File: src/rtl/data_sync_pkg.sv
// ---------------------------------------------------------------------------
// data_sync_pkg
// Shared constants for the data_sync clock-domain-crossing slice. The
// interface and the top level take their parameter defaults from here, so
// widths and chain depth stay consistent across the slice.
// Ports: none (package only).
// ---------------------------------------------------------------------------
`timescale 1ns/1ps
package data_sync_pkg;

  // Default depth of the enable synchronizer chain. Two flops is the
  // minimum that gives a metastable first stage a full cycle to settle.
  localparam int DEFAULT_STAGES_NUM = 2;

  // Default width of the data bus crossing the domain boundary.
  localparam int DEFAULT_BUS_WIDTH = 8;

endpackage

File: src/rtl/data_sync_if.sv
// ---------------------------------------------------------------------------
// data_sync_if
// Groups the crossing bus signals. The source side (master) drives the raw
// bus and its enable level; the receiving side (slave) returns the captured
// bus and the one-cycle capture strobe.
// Signals:
//   async_bus     source-domain data, held stable while async_bus_en is high
//   async_bus_en  source-domain data-valid level, asynchronous to CLK
//   sync_bus      captured data in the CLK domain
//   en_pulse      one-cycle strobe marking a fresh capture on sync_bus
// ---------------------------------------------------------------------------
`timescale 1ns/1ps
interface data_sync_if
  import data_sync_pkg::*;
#(
  parameter int BUS_WIDTH = DEFAULT_BUS_WIDTH
);

  logic [BUS_WIDTH-1:0] async_bus;
  logic                 async_bus_en;
  logic [BUS_WIDTH-1:0] sync_bus;
  logic                 en_pulse;

  // Source / stimulus side of the crossing.
  modport master (
    output async_bus,
    output async_bus_en,
    input  sync_bus,
    input  en_pulse
  );

  // Receiving side, implemented by data_sync.
  modport slave (
    input  async_bus,
    input  async_bus_en,
    output sync_bus,
    output en_pulse
  );

endinterface

File: src/rtl/data_sync_bit_sync.sv
// ---------------------------------------------------------------------------
// bit_sync
// Generic single-bit N-stage synchronizer. The input is sampled by the first
// flop and shifted through the chain; the last flop is the safe,
// CLK-domain version of d.
// Ports:
//   CLK  destination clock, rising-edge active
//   RST  synchronous active-high reset, clears the whole chain
//   d    asynchronous single-bit input
//   q    synchronized output (last stage of the chain)
// NUM_STAGES must be 2 or more.
// ---------------------------------------------------------------------------
`timescale 1ns/1ps
module bit_sync #(
  parameter int NUM_STAGES = 2
) (
  input  logic CLK,
  input  logic RST,
  input  logic d,
  output logic q
);

  logic [NUM_STAGES-1:0] r_stages;

  // Shift chain: bit 0 is the only flop that sees the asynchronous input,
  // every later bit copies its predecessor so metastability has
  // NUM_STAGES-1 full cycles to resolve before reaching q.
  always_ff @(posedge CLK) begin
    if (RST) begin
      r_stages <= '0;
    end else begin
      r_stages <= {r_stages[NUM_STAGES-2:0], d};
    end
  end

  assign q = r_stages[NUM_STAGES-1];

endmodule

File: src/rtl/data_sync.sv
// ---------------------------------------------------------------------------
// data_sync
// Receiving side of a bus clock-domain crossing. Only the enable level is
// synchronized; a rising edge on the synchronized enable produces a
// one-cycle en_pulse and, in the same cycle, captures async_bus into
// sync_bus. The bus itself is never synchronized: the source guarantees it
// is stable while the enable is high, and it is sampled only at capture.
// Ports:
//   CLK  destination clock, rising-edge active
//   RST  synchronous active-high reset, clears chain, pulse and outputs
//   bus  data_sync_if slave modport (async_bus, async_bus_en in;
//        sync_bus, en_pulse out)
// ---------------------------------------------------------------------------
`timescale 1ns/1ps
module data_sync
  import data_sync_pkg::*;
#(
  parameter int STAGES_NUM = DEFAULT_STAGES_NUM,
  parameter int BUS_WIDTH  = DEFAULT_BUS_WIDTH
) (
  input  logic         CLK,
  input  logic         RST,
  data_sync_if.slave   bus
);

  logic                 w_syncEn;
  logic                 w_pulse;
  logic                 r_pulseFf;
  logic                 r_enPulse;
  logic [BUS_WIDTH-1:0] r_syncBus;

  // Bring the source enable level into the CLK domain.
  bit_sync #(
    .NUM_STAGES (STAGES_NUM)
  ) u_enSync (
    .CLK (CLK),
    .RST (RST),
    .d   (bus.async_bus_en),
    .q   (w_syncEn)
  );

  // Remember the previous synchronized enable so a held-high level yields
  // only one pulse; a falling edge gives nothing.
  always_ff @(posedge CLK) begin
    if (RST) begin
      r_pulseFf <= 1'b0;
    end else begin
      r_pulseFf <= w_syncEn;
    end
  end

  assign w_pulse = w_syncEn & ~r_pulseFf;

  // Output stage: the strobe is registered, and the bus is captured in the
  // same edge so en_pulse and the new sync_bus value appear together.
  // Between captures sync_bus simply holds.
  always_ff @(posedge CLK) begin
    if (RST) begin
      r_enPulse <= 1'b0;
      r_syncBus <= '0;
    end else begin
      r_enPulse <= w_pulse;
      if (w_pulse) begin
        r_syncBus <= bus.async_bus;
      end
    end
  end

  assign bus.en_pulse = r_enPulse;
  assign bus.sync_bus = r_syncBus;

endmodule

File: src/flat_wrapper.sv
// flat-port wrapper written by rule: the top's interface ports become plain ports
module data_sync_flat import data_sync_pkg::*;
#(
  parameter int STAGES_NUM = DEFAULT_STAGES_NUM,
  parameter int BUS_WIDTH  = DEFAULT_BUS_WIDTH
)
  (CLK, RST, bus_async_bus, bus_async_bus_en, bus_sync_bus, bus_en_pulse);
  data_sync_if #(.BUS_WIDTH(BUS_WIDTH)) bus_i ();
  input  logic CLK;
  input  logic RST;
  input wire logic [$bits(bus_i.async_bus)-1:0] bus_async_bus;
  input wire logic [$bits(bus_i.async_bus_en)-1:0] bus_async_bus_en;
  output wire logic [$bits(bus_i.sync_bus)-1:0] bus_sync_bus;
  output wire logic [$bits(bus_i.en_pulse)-1:0] bus_en_pulse;
  assign bus_i.async_bus = bus_async_bus;
  assign bus_i.async_bus_en = bus_async_bus_en;
  assign bus_sync_bus = bus_i.sync_bus;
  assign bus_en_pulse = bus_i.en_pulse;
  data_sync #(.STAGES_NUM(STAGES_NUM), .BUS_WIDTH(BUS_WIDTH)) u_core (.CLK(CLK), .RST(RST), .bus(bus_i));
endmodule
File: config.mk
export PLATFORM = sky130hd
export DESIGN_NAME = data_sync_flat
export DESIGN_NICKNAME = d
export VERILOG_FILES = /design/src/rtl/data_sync_pkg.sv /design/src/rtl/data_sync_if.sv /design/src/rtl/data_sync_bit_sync.sv /design/src/rtl/data_sync.sv /design/src/flat_wrapper.sv
export SDC_FILE = /design/constraint.sdc
export NUM_CORES = 1
export LEC_CHECK = 0
export ABC_AREA = 1
export BUFFER_PORTS_ARGS = -buffer_cell sky130_fd_sc_hd__buf_2
export CORE_AREA = 4 4 41 43
export DETAILED_ROUTE_END_ITERATION = 8
export DIE_AREA = 0 0 45 47
export PLACE_DENSITY_LB_ADDON = 0.25
export SLEW_MARGIN = 25
export SYNTH_ARGS = -nofsm -noshare
export SYNTH_HDL_FRONTEND = slang
export SYNTH_HIERARCHICAL = 1
export SYNTH_SLANG_ARGS = --single-unit
File: constraint.sdc
create_clock -name CLK -period 1.46 [get_ports CLK]
set_input_delay 0.146 -clock CLK [delete_from_list [all_inputs] [get_ports CLK]]
set_output_delay 0.146 -clock CLK [all_outputs]
set_load 0.005 [all_outputs]
=== Word-level counts from Yosys, hierarchy flattened ===
Cells that the tools add are included.

* Bits in writable memories: 0
* Latch bits: 0
* Memories: 0
* Word-level logic and storage cells: 6
* Memory bits (read-only): 0
* Input port bits: 11
* Flip-flop bits (word level): 12

* Equal/unequal tests: 0
* Bitwise operators: 2
* Multiplexer cells: 0
* Add/subtract/negate cells: 0
* Shift operators: 0
* Order comparisons: 0
* Div/mod/pow operators: 0
* Multipliers: 0
* Reduce and logical (&&, ||, !) cells: 0

{| class="wikitable"
|+ Operators by type and width
! cell !! count
|-
| 1-bit bitwise AND || 1
|-
| 1-bit NOT || 1
|}

=== Logic depth before layout (Yosys ltp) ===
* Word-level depth: 2
* Gate-level depth with buffers: 5
* Gate-level depth less buffers: 4

=== Modules after synthesis ===
The synthesis kept the hierarchy.

{| class="wikitable"
|+ By module, submodules not included
! module !! area each (um^2) !! times used !! seq. area each (um^2) !! cells an instance
|-
| data_sync || 402.9 || 1 || 200.2 || 57
|-
| bit_sync || 55.1 || 1 || 40.0 || 6
|}

=== Least setup slack after synthesis ===
No wires, ideal clock.

* Path type: flip-flop to flip-flop
* Start: reg u_core.u_enSync.r_stages[1]
* End: reg u_core.r_syncBus[0], in the netlist u_core/bus.sync_bus[0]
* Clock period less this slack: 0.796 ns
* Arrival time: 0.732 ns
* Path buffers: 1
* Data required time: 1.396 ns
* Setup time: 0.064 ns
* Stages on the path, launching flop included: 6
* Setup slack: 0.664 ns
* Cells stage by stage: dfxtp_1 -> buf_6 -> inv_2 -> nor2_4 -> nor2_1 -> nor2_1

* Cells in the longest elaborated chain, start to end: 1

{| class="wikitable"
|+ Ends and longest elaborated chain
! element !! RTL line !! RTL
|-
| start, declared || data_sync_bit_sync.sv:23 || <nowiki>logic [NUM_STAGES-1:0] r_stages;</nowiki>
|-
| start signal, assigned || data_sync_bit_sync.sv:32 || <nowiki>r_stages <= {r_stages[NUM_STAGES-2:0], d};</nowiki>
|-
| 1-bit bitwise AND || data_sync.sv:52 || <nowiki>assign w_pulse = w_syncEn & ~r_pulseFf;</nowiki>
|-
| end signal, assigned || data_sync.sv:64 || <nowiki>r_syncBus <= bus.async_bus;</nowiki>
|-
| end, declared || data_sync.sv:30 || <nowiki>logic [BUS_WIDTH-1:0] r_syncBus;</nowiki>
|}

No other way between the ends.
A chain may end at the register's enable or synchronous reset.

=== Worst setup path in the final report ===
* Start: reg u_core.u_enSync.r_stages[1]
* End: reg u_core.r_syncBus[4], in the netlist u_core/bus.sync_bus[4]

The elaborated chain is that of the path after synthesis.

==> metrics.md <==
| Metric | Value |
|---|---|
| Status | complete, no violations |
| Share of the synthesized area in the top cell type | 0.5246 |
| Clk buf depth | 2 |
| Syn Std Cell Area | 457.9 um2 |
| Num Clock Sinks | 12 |
| Sw Share | 0.2379 |
| Sw Pwr | 0.0001469 W |
| Worst-Margin Slew | 0.2912 ns |
| Cells on worst reg2reg path | 4 |
| Clock power frac | 0.324 |
| Clk_lat worst skew | 0.27 ns |
| Hold-critical path depth | 2 |
| Critical Path End Type | flip-flop |
| DP Wirelength | 661.4 um |
| Crit-path max FO | 9 |
| Drt via density | 4.081 |
| Hold Crit Class | in2reg |
| Synth Register Bits | 12 |
| Final wirelength | 880 um |
| PortBufs | 19 |
| Max VDD drop | 0.0006942 V |
| PwrDens | 1059 nW/um2 |
| Slowest stage delay, CP | 0.49 ns |
| Post-CTS Setup Bufs | 0 |
| Drt pass-1 iters | 2 |
| Post-DRT Antenna Nets | 0 |
| Final Max Tran Viols | 0 |
| Final routed DRC violation total | 0 |
| Type of the worst setup path | reg2reg |
| Crit path DAT | 1.21 ns |
| Worst path cell trace | inv_2 > nor2_4 > nor2_1 > nor2_1 |
| Top cell type by total area after synthesis | dfxtp_1 |
| Filler cells | 148 |
| ANT cells | 0 |
| Fin Clk Skew | 0.01154 ns |
| Die Ht | 47 um |
| Leakage Power | 0.3268 nW |
| Syn Inst Count | 63 |
| Critical path buffers and inverters | 1 |
| Iteration-0 DRC count of the detailed router | 4 |
| Routability cong. | 0.7289 |
| Max-cap violations | 0 |
| PnR Total Power | 0.0006174 W |
| Post-cts resize count | 0 |
| Combinational group share of total power | 0.106 |
| Nets | 97 |
| Dpl ws | 0.4675 ns |
| Vias | 404 |
| Fin Setup TNS | 0 ns |
| Post-Syn Nets | 74 |
| Unrepaired setup endpoints after global routing | no |
| TritonCTS Buffers | 3 |
| Starting Density | 0.3519 |
| GRT Util Overall | 0.09690 |
| Routed wire per std cell | 8.889 um |
| Normalized max-slew margin | 0.8056 |
| Unique masters post-synth | 9 |
| Critical path launch point type | flip-flop |
| Die area | 2115 um2 |
| # rows | 13 |
| Total global routing overflow | 0 |
| CTS Hold Bufs | 0 |
| CTS tree | done |
| Hold Fails Final Rpt | 0 |
| Final period util | 0.6867 |
| I/O pins | 20 |
| Vias in the first global route | 334 |
| Die Wd | 45 um |
| CP most frequent cell | nor2_1 |
| Worst path slowest cell | dfxtp_1 |
| Crit-path leading delay family | flip-flops |
| Layout area overhead | 27.32% |
| Synth warn | 6 |
| Clk slew on worst S/H paths | 0.08 ns |
| Min Hold Slack | 0.08229 ns |
| H-tree levels | 1 |
| Largest net degree at the start of global routing | 10 |
| Clock root cell | clkbuf_4 |
| Fin worst setup slack | 0.4574 ns |
| Fmax | 997.4 MHz |
| Critical Path RT | 1.66 ns |
| Worst path depth | 4 |
| Fraction of the yosys area taken by sequential cells | 0.5246 |
| Sequential power share | 0.569 |
| Internal power | 0.0004705 W |
| Syn_area_per_cell | 7.269 um2 |
| Core area | 1301 um2 |
| Synth area leaders | dfxtp_1 52%, nor2_1 16%, inv_1 9.0% |
| Setup-failing EPs final | 0 |
| Min Tclk post-route | 1.003 ns |
| Global-route wire length before repair | 1.400 mm |
| Share of layout cells above drive strength 1 | 0.2976 |
| Initial antenna violation count | 0 |
[metrics by stage]
step,cells,utilization,area (um2)
floorplan,63,-,457.9
global placement,96,0.4308,560.5
detailed placement,96,0.4308,560.5
CTS,99,0.4481,583.1
global route,99,0.4481,583.1
finish,99,0.4481,583.1
[sequential cells by signal, indices dropped and copies added (netlist names)]
register and count:
u_core/bus.sync_bus 8, u_core/u_enSync/r_stages 2, u_core/bus.en_pulse 1, u_core/r_pulseFf 1
[per-layer routing]
layer  vias up  part of all wire  GRT usage
li1        228                 -          -
met3         0              0.13    0.07280
met5         -                 0          0
met4         0                 0    0.03509
met1       160              0.47     0.1132
met2        16              0.40     0.1356
[cell families (layout without fill, tap and decap cells)]
kind of cell	after synthesis	count (layout)	share of synthesized area
AND/OR/NAND/NOR	37	37	0.3443
flip-flops	12	12	0.5246
buffers and inverters	14	35	0.1312
[cells in the mapped netlist (all sizes together)]
master	n
dfxtp	12
nor3	1
nor2	20
buf	1
nand3	8
inv	13
nand2	8
[power by group through the flow]
| stage | registers, W | logic, W | clock network [W] |
|---|---|---|---|
| after global placement | 0.000359 | 0.0000660 | 0 |
| after CTS | 0.000352 | 0.0000671 | 0.000207 |
| after global routing | 0.000354 | 0.0000759 | 0.000227 |
| final | 0.000352 | 0.0000656 | 0.000200 |
| after detailed placement | 0.000359 | 0.0000669 | 0 |
| after floorplan | 0.000359 | 0.0000377 | 0 |
[cell usage in the layout (no fill, tap or decap)]
| master | synthesis | layout |
|---|---|---|
| buf_2 | 0 | 19 |
| clkbuf_4 | 0 | 3 |
| dfxtp_1 | 12 | 12 |
| inv_1 | 11 | 11 |
| inv_2 | 2 | 2 |
| nand2_1 | 8 | 8 |
| nand3_1 | 8 | 8 |
| nor2_1 | 19 | 19 |
| nor2_4 | 1 | 1 |
| nor3_1 | 1 | 1 |
[worst paths after layout]
| path | endpoint | slack, ns | startpoint |
|---|---|---|---|
| setup / recovery | u_core/bus.sync_bus[4] | 0.46 | u_core/u_enSync/r_stages[1] |
| hold / removal | u_core/bus.en_pulse | 0.08 | RST |
| setup reg to reg | u_core/bus.sync_bus[4] | 0.46 | u_core/u_enSync/r_stages[1] |
| hold reg to reg | u_core/u_enSync/r_stages[1] | 0.40 | u_core/u_enSync/r_stages[0] |
[worst register-to-register path, cell delays in order, from the launching register on]
cell     delay, ns
dfxtp_1       0.49
inv_2         0.10
nor2_4        0.19
nor2_1        0.06
nor2_1        0.10
[layout make-up]
type / count / area [um2] / area share
flip-flops and latches: 12 / 240.2 / 0.4120
well taps: 15 / 18.77 / 0.03219
multi-input cells: 37 / 157.7 / 0.2704
inverters: 13 / 48.80 / 0.08369
clock buffers: 3 / 22.52 / 0.03863
repair buffers: 19 / 95.09 / 0.1631
(Power assumes the default switching activity.)
